==> src/rtl/uart_frame_assembler.sv <==
// UART frame assembler: hunts for a sync byte, then gathers a checksummed payload into a 66-bit command.
// The command is held on uart_in until done; malformed or stalled frames are dropped and counted.
module uart_frame_assembler #(
    parameter logic [7:0] SYNC_BYTE      = 8'hA5,
    parameter int         TIMEOUT_CYCLES = 100000,
    parameter int         TMO_W          = 17
) (
    input  logic        clk,
    input  logic        reset,
    input  logic        rx_empty,
    input  logic [7:0]  r_data,
    output logic        rd_uart,
    input  logic        done,
    output logic [65:0] uart_in,
    output logic        uart_ready,
    output logic        frame_err,
    output logic [7:0]  err_count,
    output logic [1:0]  st
);

    typedef enum logic [1:0] {
        HUNT    = 2'd0,
        PAYLOAD = 2'd1,
        HOLD    = 2'd2,
        SPARE   = 2'd3
    } state_t;

    localparam logic [TMO_W-1:0] TMO_LAST = TMO_W'(TIMEOUT_CYCLES - 1);

    state_t           state;
    state_t           state_n;
    logic [7:0]       pay [9];
    logic [7:0]       ck;
    logic [3:0]       idx;
    logic [TMO_W-1:0] tmo;

    logic is_sync;
    logic ck_pop;
    logic frame_ok;
    logic tmo_hit;
    logic drop;

    always_comb begin
        is_sync  = rd_uart && (r_data == SYNC_BYTE);
        ck_pop   = rd_uart && (state == PAYLOAD) && (idx == 4'd9);
        frame_ok = ck_pop && (r_data == ck) && (pay[0][7:2] == 6'd0);
        tmo_hit  = (state == PAYLOAD) && !rd_uart && (tmo == TMO_LAST);
        drop     = (ck_pop && !frame_ok) || tmo_hit;
    end

    always_ff @(posedge clk or negedge reset) begin
        if (!reset) begin
            state <= HUNT;
        end else begin
            state <= state_n;
        end
    end

    always_comb begin
        state_n = state;
        unique case (state)
            HUNT: begin
                if (is_sync) begin
                    state_n = PAYLOAD;
                end
            end
            PAYLOAD: begin
                if (frame_ok) begin
                    state_n = HOLD;
                end else if (drop) begin
                    state_n = HUNT;
                end
            end
            HOLD: begin
                if (done) begin
                    state_n = HUNT;
                end
            end
            default: state_n = HUNT;
        endcase
    end

    always_comb begin
        rd_uart = !rx_empty && ((state == HUNT) || (state == PAYLOAD));
        st      = state;
    end

    // A sync value seen while in PAYLOAD is ordinary data; only HUNT restarts a frame.
    always_ff @(posedge clk or negedge reset) begin
        if (!reset) begin
            idx <= 4'd0;
            ck  <= 8'd0;
            tmo <= '0;
            for (int i = 0; i < 9; i++) begin
                pay[i] <= 8'd0;
            end
        end else if (state == HUNT) begin
            if (is_sync) begin
                idx <= 4'd0;
                ck  <= 8'd0;
                tmo <= '0;
            end
        end else if (state == PAYLOAD) begin
            if (rd_uart) begin
                tmo <= '0;
                if (idx != 4'd9) begin
                    for (int i = 0; i < 9; i++) begin
                        if (idx == 4'(i)) begin
                            pay[i] <= r_data;
                        end
                    end
                    ck  <= ck ^ r_data;
                    idx <= idx + 4'd1;
                end
            end else if (!tmo_hit) begin
                tmo <= tmo + 1'b1;
            end
        end
    end

    always_ff @(posedge clk or negedge reset) begin
        if (!reset) begin
            uart_in    <= '0;
            uart_ready <= 1'b0;
            frame_err  <= 1'b0;
            err_count  <= 8'd0;
        end else begin
            frame_err <= drop;
            if (drop && (err_count != 8'hFF)) begin
                err_count <= err_count + 8'd1;
            end
            if (frame_ok) begin
                uart_in    <= {pay[0][1:0], pay[1], pay[2], pay[3], pay[4],
                               pay[5], pay[6], pay[7], pay[8]};
                uart_ready <= 1'b1;
            end else if ((state == HOLD) && done) begin
                uart_ready <= 1'b0;
            end
        end
    end

endmodule

==> config.mk <==
export PLATFORM = sky130hd
export DESIGN_NAME = uart_frame_assembler
export DESIGN_NICKNAME = d
export VERILOG_FILES = /design/src/rtl/uart_frame_assembler.sv
export SDC_FILE = /design/constraint.sdc
export NUM_CORES = 1
export LEC_CHECK = 0
export ABC_AREA = 1
export BUFFER_PORTS_ARGS = -buffer_cell sky130_fd_sc_hd__buf_2
export CORE_ASPECT_RATIO = 1.4
export CORE_MARGIN = 8
export CORE_UTILIZATION = 50
export CTS_BUF_LIST = sky130_fd_sc_hd__clkbuf_8
export CTS_CLUSTER_SIZE = 20
export DETAILED_ROUTE_END_ITERATION = 10
export PLACE_DENSITY = 0.74
export SKIP_CTS_REPAIR_TIMING = 1
export SYNTH_ARGS = -nofsm -noshare
export SYNTH_HDL_FRONTEND = slang
export SYNTH_SLANG_ARGS = --single-unit
==> constraint.sdc <==
create_clock -name clk -period 3.75 [get_ports clk]
set_clock_uncertainty 0.15 [all_clocks]
set_input_delay 1.125 -clock clk [delete_from_list [all_inputs] [get_ports clk]]
set_output_delay 1.125 -clock clk [all_outputs]
set_load 0.02 [all_outputs]
== After elaboration in Yosys (flattened, before gate mapping) ==
Cells that the tools add are included.
W data, S select, Z words.
Word-level totals
  register bits: 179
  input bits: 12
  word-level logic and storage cells: 99
Operators by class
  add/subtract/negate cells: 3
  eq/ne operators: 20
  muxes and demuxes: 22
  bitwise operators: 2
  reductions and logical operators: 35
Operators by type and width (number)
  $mux W17: 5
  $reduce_and A5 Y1: 9
  $mux W8: 5
  $mux W4: 5
  $add A17 B1 Y17 const B: 1
  $eq A17 B17 Y1 const B: 1
  $eq A4 B3 Y1 const B: 4
  $logic_and A1 B1 Y1: 11
  $add A8 B1 Y8 const B: 1
  $eq A4 B2 Y1 const B: 2
  $eq A4 B4 Y1 const B: 2
  $eq A8 B8 Y1: 1
  $eq A8 B8 Y1 const B: 1
  $mux W2: 4
  $ne A8 B8 Y1 const B: 1
  $reduce_bool A2 Y1: 4
  $xor A8 B8 Y8: 1
  $logic_not A6 Y1: 1
  $pmux W2 S3: 1
  $reduce_and A3 Y1: 2
  $add A4 B1 Y4 const B: 1
  $eq A4 B1 Y1 const B: 1
  $logic_not A4 Y1: 1
  $ne A2 B2 Y1 const B: 2
  11 further kinds: 15

== Depth between registers and ports, before layout ==
Gate-level depths: netlist of run 1.
  depth in word-level cells: 13
  mapped depth: 12
  depth with buffers taken out: 12

== Least setup slack after synthesis of run 1 ==
OpenSTA, ideal clock, no wires.
  kind: input to output
  from: input port rx_empty
  to: output port rd_uart
  arrival time: 1.312 ns
  required time: 2.475 ns
  setup slack: 1.163 ns
  cell stages on the path: 1
  buffers on the path: 0
  path through: nor2_4
On the way
  longest elaborated chain between the ends: 2
RTL lines
  start, declared: RTL line 10  | input logic rx_empty,
  $logic_not A1 Y1: RTL line 84  | rd_uart = !rx_empty && ((state == HUNT) || (state == PAYLOAD));
  $logic_and A1 B1 Y1: RTL line 84
  end, declared: RTL line 12  | output logic rd_uart,
No other way between the ends.

== Final worst setup path of run 1 ==
Same ends and word-level chain as after synthesis.

==> key figures, run 1 <==
STA
  – Max frequency: 346.2 MHz
  – Tcrit/Tclk final: 0.7704
  – Rel. slew slack: 0.5757
  – Setup_tns: 0 ns
  – Fin. Hold Viols: 0
  – Setup violators final: 0
  – Pin slew with the least headroom to its limit: 0.6347 ns
  – Worst Slack Setup Final: 0.8612 ns
  – Max-slew violations: 0
  – RSZ-0062 raised after global routing: no
  – Fin Hold WS: 0.3339 ns
  – Post-route minimum period: 2.889 ns

Setup path
  – Worst EP required: 2.47 ns
  – Crit path launch type: primary input
  – Buf+Inv Stages, Crit Path: 2
  – Worst-path maximum fanout: 6
  – Kind of critical path: primary input to primary output
  – WP data arrival: 1.61 ns
  – Setup crit end kind: primary output
  – Cell Chain, Critical Path: buf_2 -> nor2_4 -> buf_2
  – Reg2Reg Launch Point: st[1]$_DFFE_PN0P_
  – R2R cell count: 5
  – Top Family by Delay on Critical Path: buffers and inverters
  – Slowest cell on crit path: buf_2
  – Worst r2r dst: idx[0]$_DFFE_PN0P_
  – Cell mode on critical path: buf_2
  – CP peak stage delay: 0.19 ns
  – R2R setup slack: 1.42 ns

Layout
  – Storage cell area: 4479 um2
  – Fin cells: 1181
  – Fillcell total: 1376
  – Core Util, Final: 0.5694
  – Area grow syn2layout: 11.77%
  – Final Cell Area: 8887 um2
  – Ant. Diodes: 0
  – Multi-input logic area: 2811 um2
  – NumNets Final: 990
  – Share of post-route cells with drive strength above 1: 0.1827

Power and ir drop
  – Int Power: 2.857 mW
  – Sw Share: 0.2821
  – Peak VDD IR: 0.0002214 V
  – Final Power: 3.979 mW
  – Pwr dens: 447.7 nW/um2
  – Gate power share: 0.124
  – Total leakage power: 4.464 nW
  – Flop pwr share: 0.552
  – Clock power share: 0.324
  – P_sw: 1.122 mW

Detailed routing
  – WL final: 17.10 mm
  – DRC viols: 0
  – Pre-antenna DRT Iters: 4
  – DR vias/cell: 5.126
  – Vias: 6054
  – Antenna viol nets, final: 0
  – Initial DRC Count: 376
  – Avg WL per Cell: 14.48 um

Floorplanning
  – Core Area: 15610 um2
  – Die X: 122.6 um
  – Initial Utilization: 0.5095
  – Row count: 54
  – Die area: 20250 um2
  – I/O pin cnt: 91
  – Die height: 165.2 um

Synthesis
  – Synth Register Bits: 179
  – Post-synth EDFFs: 0
  – Synth area leader: dfrtp_1
  – Synth top area cells: dfrtp_1, nand2_1, o21ai_0
  – Seq/Total Area, Yosys: 0.5633
  – Ys flop type: dfrtp_1
  – Mean Syn Cell Area: 8.954 um2
  – Cell variety after synth: 36
  – Synth async-reset ratio: 1.000
  – Cell Area, Synth: 7951 um2
  – Synth Instances: 888
  – Mapped Nets: 906
  – Yosys warnings: 0
  – Share of the synthesized area in the top cell type: 0.5633

Clocking
  – Root buffer cell: clkbuf_8
  – H-tree levels: 4
  – CTS tree: yes
  – Clk_lat worst skew: 0.46 ns
  – TritonCTS Buffers: 17
  – Clk buf depth: 2
  – Clock Sinks: 179
  – Clock-pin slew on the worst setup and hold paths: 0.08 ns

Hold path
  – WHS Path Cells: 2
  – Hold path startpoint: uart_in[0]$_DFFE_PN0P_
  – Min-Delay Endpoint: uart_in[0]$_DFFE_PN0P_
  – Worst min-delay path category: flip-flop to flip-flop

Job
  – Max cap viols: 0

GRT
  – Initial antenna violation count: 0
  – Total track usage: 0.1782
  – Vias in the first global route: 5864
  – Global-route wire length before repair: 28.66 mm
  – Gr ovfl total: 0
  – Largest net degree at the start of global routing: 62

Placed design
  – Worst slack at placement: 0.7891 ns
  – Placed insts: 1149
  – Placer Congestion: 0.8235
  – HPWL after DPL: 12.22 mm
  – Port buffer count: 90
  – Post-DP Area: 8499 um2

Outcome
  – Status: complete, no violations
==> state kept, by name, summed over array words and instances, names as in the netlist <==
| name | cells |
|---|---|
| pay | 72 |
| idx | 4 |
| frame_err | 1 |
| uart_ready | 1 |
| err_count | 8 |
| tmo | 17 |
| st | 2 |
| ck | 8 |
| uart_in | 66 |
==> cell usage in the layout, fill, tap and decap left out, types with 3 or more instances in the layout <==
| cell type | count |
|---|---|
| or2_2 | 7 |
| nand2_2 | 7 |
| buf_2 | 89 |
| o21ai_2 | 17 |
| inv_2 | 4 |
| o21ai_1 | 63 |
| inv_1 | 109 |
| xor2_1 | 8 |
| nor3_4 | 4 |
| ha_1 | 6 |
| clkinv_4 | 3 |
| buf_12 | 3 |
| buf_4 | 4 |
| nand4_1 | 14 |
| nand3_1 | 28 |
| nor2_4 | 4 |
| nand2_1 | 259 |
| nor2_1 | 36 |
| nor3_1 | 7 |
| dfrtp_1 | 179 |
| clkbuf_8 | 18 |
| o21ai_0 | 87 |
| nand2_4 | 3 |
==> metal layers <==
metal  vias up  track usage  wire [um]
met3        20      0.03777        850
met2       131       0.3053       8643
met4         0      0.06615        315
li1       2992            -          -
met5         -            0          0
met1      2911       0.2160       7293
==> cells in the mapped netlist, types with 6 or more instances <==
cell type,n
o21ai_1,63
buf_6,15
o21ai_0,87
xor2_1,8
dfrtp_1,179
or2_2,7
nand4_1,14
nand2_2,7
inv_1,106
ha_1,6
nand2_1,259
o21ai_2,17
clkbuf_1,12
nor2_1,36
nor3_1,7
nand3_1,28
==> kinds of logic after synthesis <==
group / share of synthesized area
simple gates: 0.2127
buf+inv: 0.08308
compound gates: 0.1204
fa+ha+maj: 0.009441
xor+xnor: 0.01102
flops: 0.5633
==> how the worst max path moves through the flow <==
stage | startpoint | to | slack, ns | depth (start not counted)
after floorplan | rx_empty | rd_uart | 1.16 | 1
after CTS | rx_empty | rd_uart | 0.86 | 3
final | rx_empty | rd_uart | 0.86 | 3
after detailed placement | r_data[3] | idx[0]$_DFFE_PN0P_ | 0.79 | 8
after global routing | rx_empty | rd_uart | 0.84 | 3
after global placement | r_data[3] | idx[0]$_DFFE_PN0P_ | 0.79 | 8
==> worst reg2reg max path, cell delays in order, from the launching register on <==
cell,delay (ns)
dfrtp_1,0.48
nor2_1,0.45
inv_1,0.38
o21ai_0,0.17
nand2_1,0.32
o21a_1,0.28
==> area by class of cell <==
cell class | count | area share
Clock buffer | 18 | 0.02788
Clock inverter | 14 | 0.01577
Inverter | 111 | 0.04688
Multi-Input combinational cell | 566 | 0.3163
Sequential cell | 179 | 0.5040
Tap cell | 196 | 0.02759
Timing Repair Buffer | 97 | 0.06152
==> power groups by stage <==
stage | clock network [mW] | logic (mW) | registers, mW
detailed placement | 0 | 0.501 | 2.23
CTS | 1.33 | 0.503 | 2.20
global route | 1.40 | 0.582 | 2.22
global placement | 0 | 0.489 | 2.23
floorplan | 0 | 0.357 | 2.21
finish | 1.29 | 0.495 | 2.20
Power figures use the tool's default switching activity.
==> run 2: changes to the inputs <==
Clock period 3.75 ns to 2.76 ns, I/O delays scaled along.
==> key figures, run 2 (synthesis gave the netlist of run 1 again) <==
Setup path
  – Worst-path maximum fanout: 6 (unchanged)
  – Kind of critical path: flip-flop to primary output
  – Critical Path Start: st[1]$_DFFE_PN0P_
  – R2R setup slack: 0.55 ns (-0.87 ns)
  – R2R cell count: 12 (+7)
  – Crit path launch type: flip-flop
  – Worst r2r dst: err_count[7]$_DFFE_PN0P_
  – Reg2Reg Launch Point: idx[1]$_DFFE_PN0P_
  – Worst EP required: 1.78 ns (-0.69 ns)
  – Top Family by Delay on Critical Path: flip-flops
  – CP peak stage delay: 0.48 ns (+0.29 ns)
  – Setup crit end kind: primary output
  – Cell Chain, Critical Path: nor2_4 -> buf_2
  – Slowest cell on crit path: dfrtp_1
  – Buf+Inv Stages, Crit Path: 1 (-1)
  – WP data arrival: 1.34 ns (-0.27 ns)

Clocking
  – Clk_lat worst skew: 0.46 ns (about the same)
  – Clock-pin slew on the worst setup and hold paths: 0.08 ns (about the same)
  – Clk buf depth: 2 (unchanged)
  – TritonCTS Buffers: 17 (unchanged)
  – Root buffer cell: clkbuf_8
  – CTS tree: yes
  – Clock Sinks: 179 (unchanged)
  – H-tree levels: 4 (unchanged)

GRT
  – Global-route wire length before repair: 29.01 mm (+1.2%)
  – Initial antenna violation count: 0 (unchanged)
  – Vias in the first global route: 5953 (+1.5%)
  – Gr ovfl total: 0 (unchanged)
  – Largest net degree at the start of global routing: 93 (+50%)
  – Total track usage: 0.1821 (+0.003902)

Layout
  – Final Cell Area: 8992 um2 (+1.2%)
  – Share of post-route cells with drive strength above 1: 0.1988 (+0.01606)
  – Core Util, Final: 0.5762 (+0.006734)
  – NumNets Final: 1007 (+1.7%)
  – Commonest non-fill, non-tap cell in the layout: nand2_1
  – Reg with most FFs: pay
  – Top Registers: pay: 72 flops, uart_in: 66 flops, tmo: 17 flops
  – Max reg flops: 72 (unchanged)
  – Fillcell total: 1387 (+0.80%)
  – Area grow syn2layout: 13.09%
  – Commonest cells after routing, fill and taps aside: nand2_1, dfrtp_1, inv_1
  – Ant. Diodes: 0 (unchanged)

STA
  – Tcrit/Tclk final: 0.8389
  – Max-slew violations: 0 (unchanged)
  – Fin. Hold Viols: 0 (unchanged)
  – Post-route minimum period: 2.315 ns
  – Pin slew with the least headroom to its limit: 0.6603 ns (+0.02560 ns)
  – Setup violators final: 0 (unchanged)
  – RSZ-0062 raised after global routing: no
  – Setup_tns: 0 ns (unchanged)
  – Max frequency: 431.9 MHz
  – Rel. slew slack: 0.5581 (-0.01755)

Floorplanning
  – Core Area: 15610 um2 (unchanged)
  – Die X: 122.6 um (unchanged)
  – Die height: 165.2 um (unchanged)
  – I/O pin cnt: 91 (unchanged)
  – Initial Utilization: 0.5095 (unchanged)
  – Row count: 54 (unchanged)
  – Die area: 20250 um2 (unchanged)

Outcome
  – Status: complete, no violations

Placed design
  – HPWL after DPL: 12.22 mm (about the same)
  – Placer Congestion: 0.8918 (+8.3%)
  – Port buffer count: 90 (unchanged)
  – Post-DP Area: 8615 um2 (+1.4%)

Power and ir drop
  – Pwr dens: 599.4 nW/um2 (+34%)
  – Peak VDD IR: 0.0003623 V (+64%)
  – Total leakage power: 4.541 nW (+1.7%)

Job
  – Max cap viols: 0 (unchanged)

Detailed routing
  – Avg WL per Cell: 14.54 um (+0.39%)
  – WL final: 17.40 mm (+1.7%)
  – Antenna viol nets, final: 0 (unchanged)
  – DRC viols: 0 (unchanged)
  – Pre-antenna DRT Iters: 5 (+1)
  – DR vias/cell: 4.946 (-3.5%)
  – Initial DRC Count: 469 (+25%)
  – Vias: 5920 (-2.2%)

Hold path
  – Worst min-delay path category: primary input to asynchronous set/reset pin
## run 2: report_power, final
part,internal (mW),switching (mW)
combinational,0.218,0.481
clock,0.787,0.922
sequential,2.85,0.130
total,3.86,1.53
## run 2: worst max path at each step
stage | endpoint | depth (start not counted)
2_1_floorplan | idx[3]$_DFFE_PN0P_ | 9
3_3_place_gp | idx[0]$_DFFE_PN0P_ | 9
3_5_place_dp | idx[0]$_DFFE_PN0P_ | 9
4_1_cts | rd_uart | 2
5_1_grt | err_count[7]$_DFFE_PN0P_ | 12
6_report | rd_uart | 2
## run 2: per-stage QoR
step / setup WS [ns] / instances / hold slack (ns) / power (mW)
finish: 0.4445 / 1197 / 0.1906 / 5.390
global route: 0.3095 / 1197 / 0.2061 / 5.684
CTS: 0.4007 / 1197 / 0.1909 / 5.448
detailed placement: 0.2544 / 1166 / 0.3193 / 3.735
global placement: 0.2624 / 1166 / 0.3132 / 3.705
floorplan: 0.6584 / 888 / 0.3030 / 3.486
## run 2: final cells by class
cell class,instances,area [um2],area share
inverters,111,416.7,0.04633
repair buffers,114,661.9,0.07361
clock buffers,20,275.3,0.03061
multi-input cells,566,2811,0.3126
well taps,196,245.2,0.02727
flip-flops and latches,179,4479,0.4981
clock inverters,11,102.6,0.01141
## run 2: routing by layer
metal / part of all wire / GRT usage / up-vias
li1: - / - / 3018
met1: 0.42 / 0.2138 / 2756
met2: 0.50 / 0.3145 / 113
met3: 0.048 / 0.03845 / 33
met4: 0.031 / 0.08004 / 0
met5: 0 / 0 / -
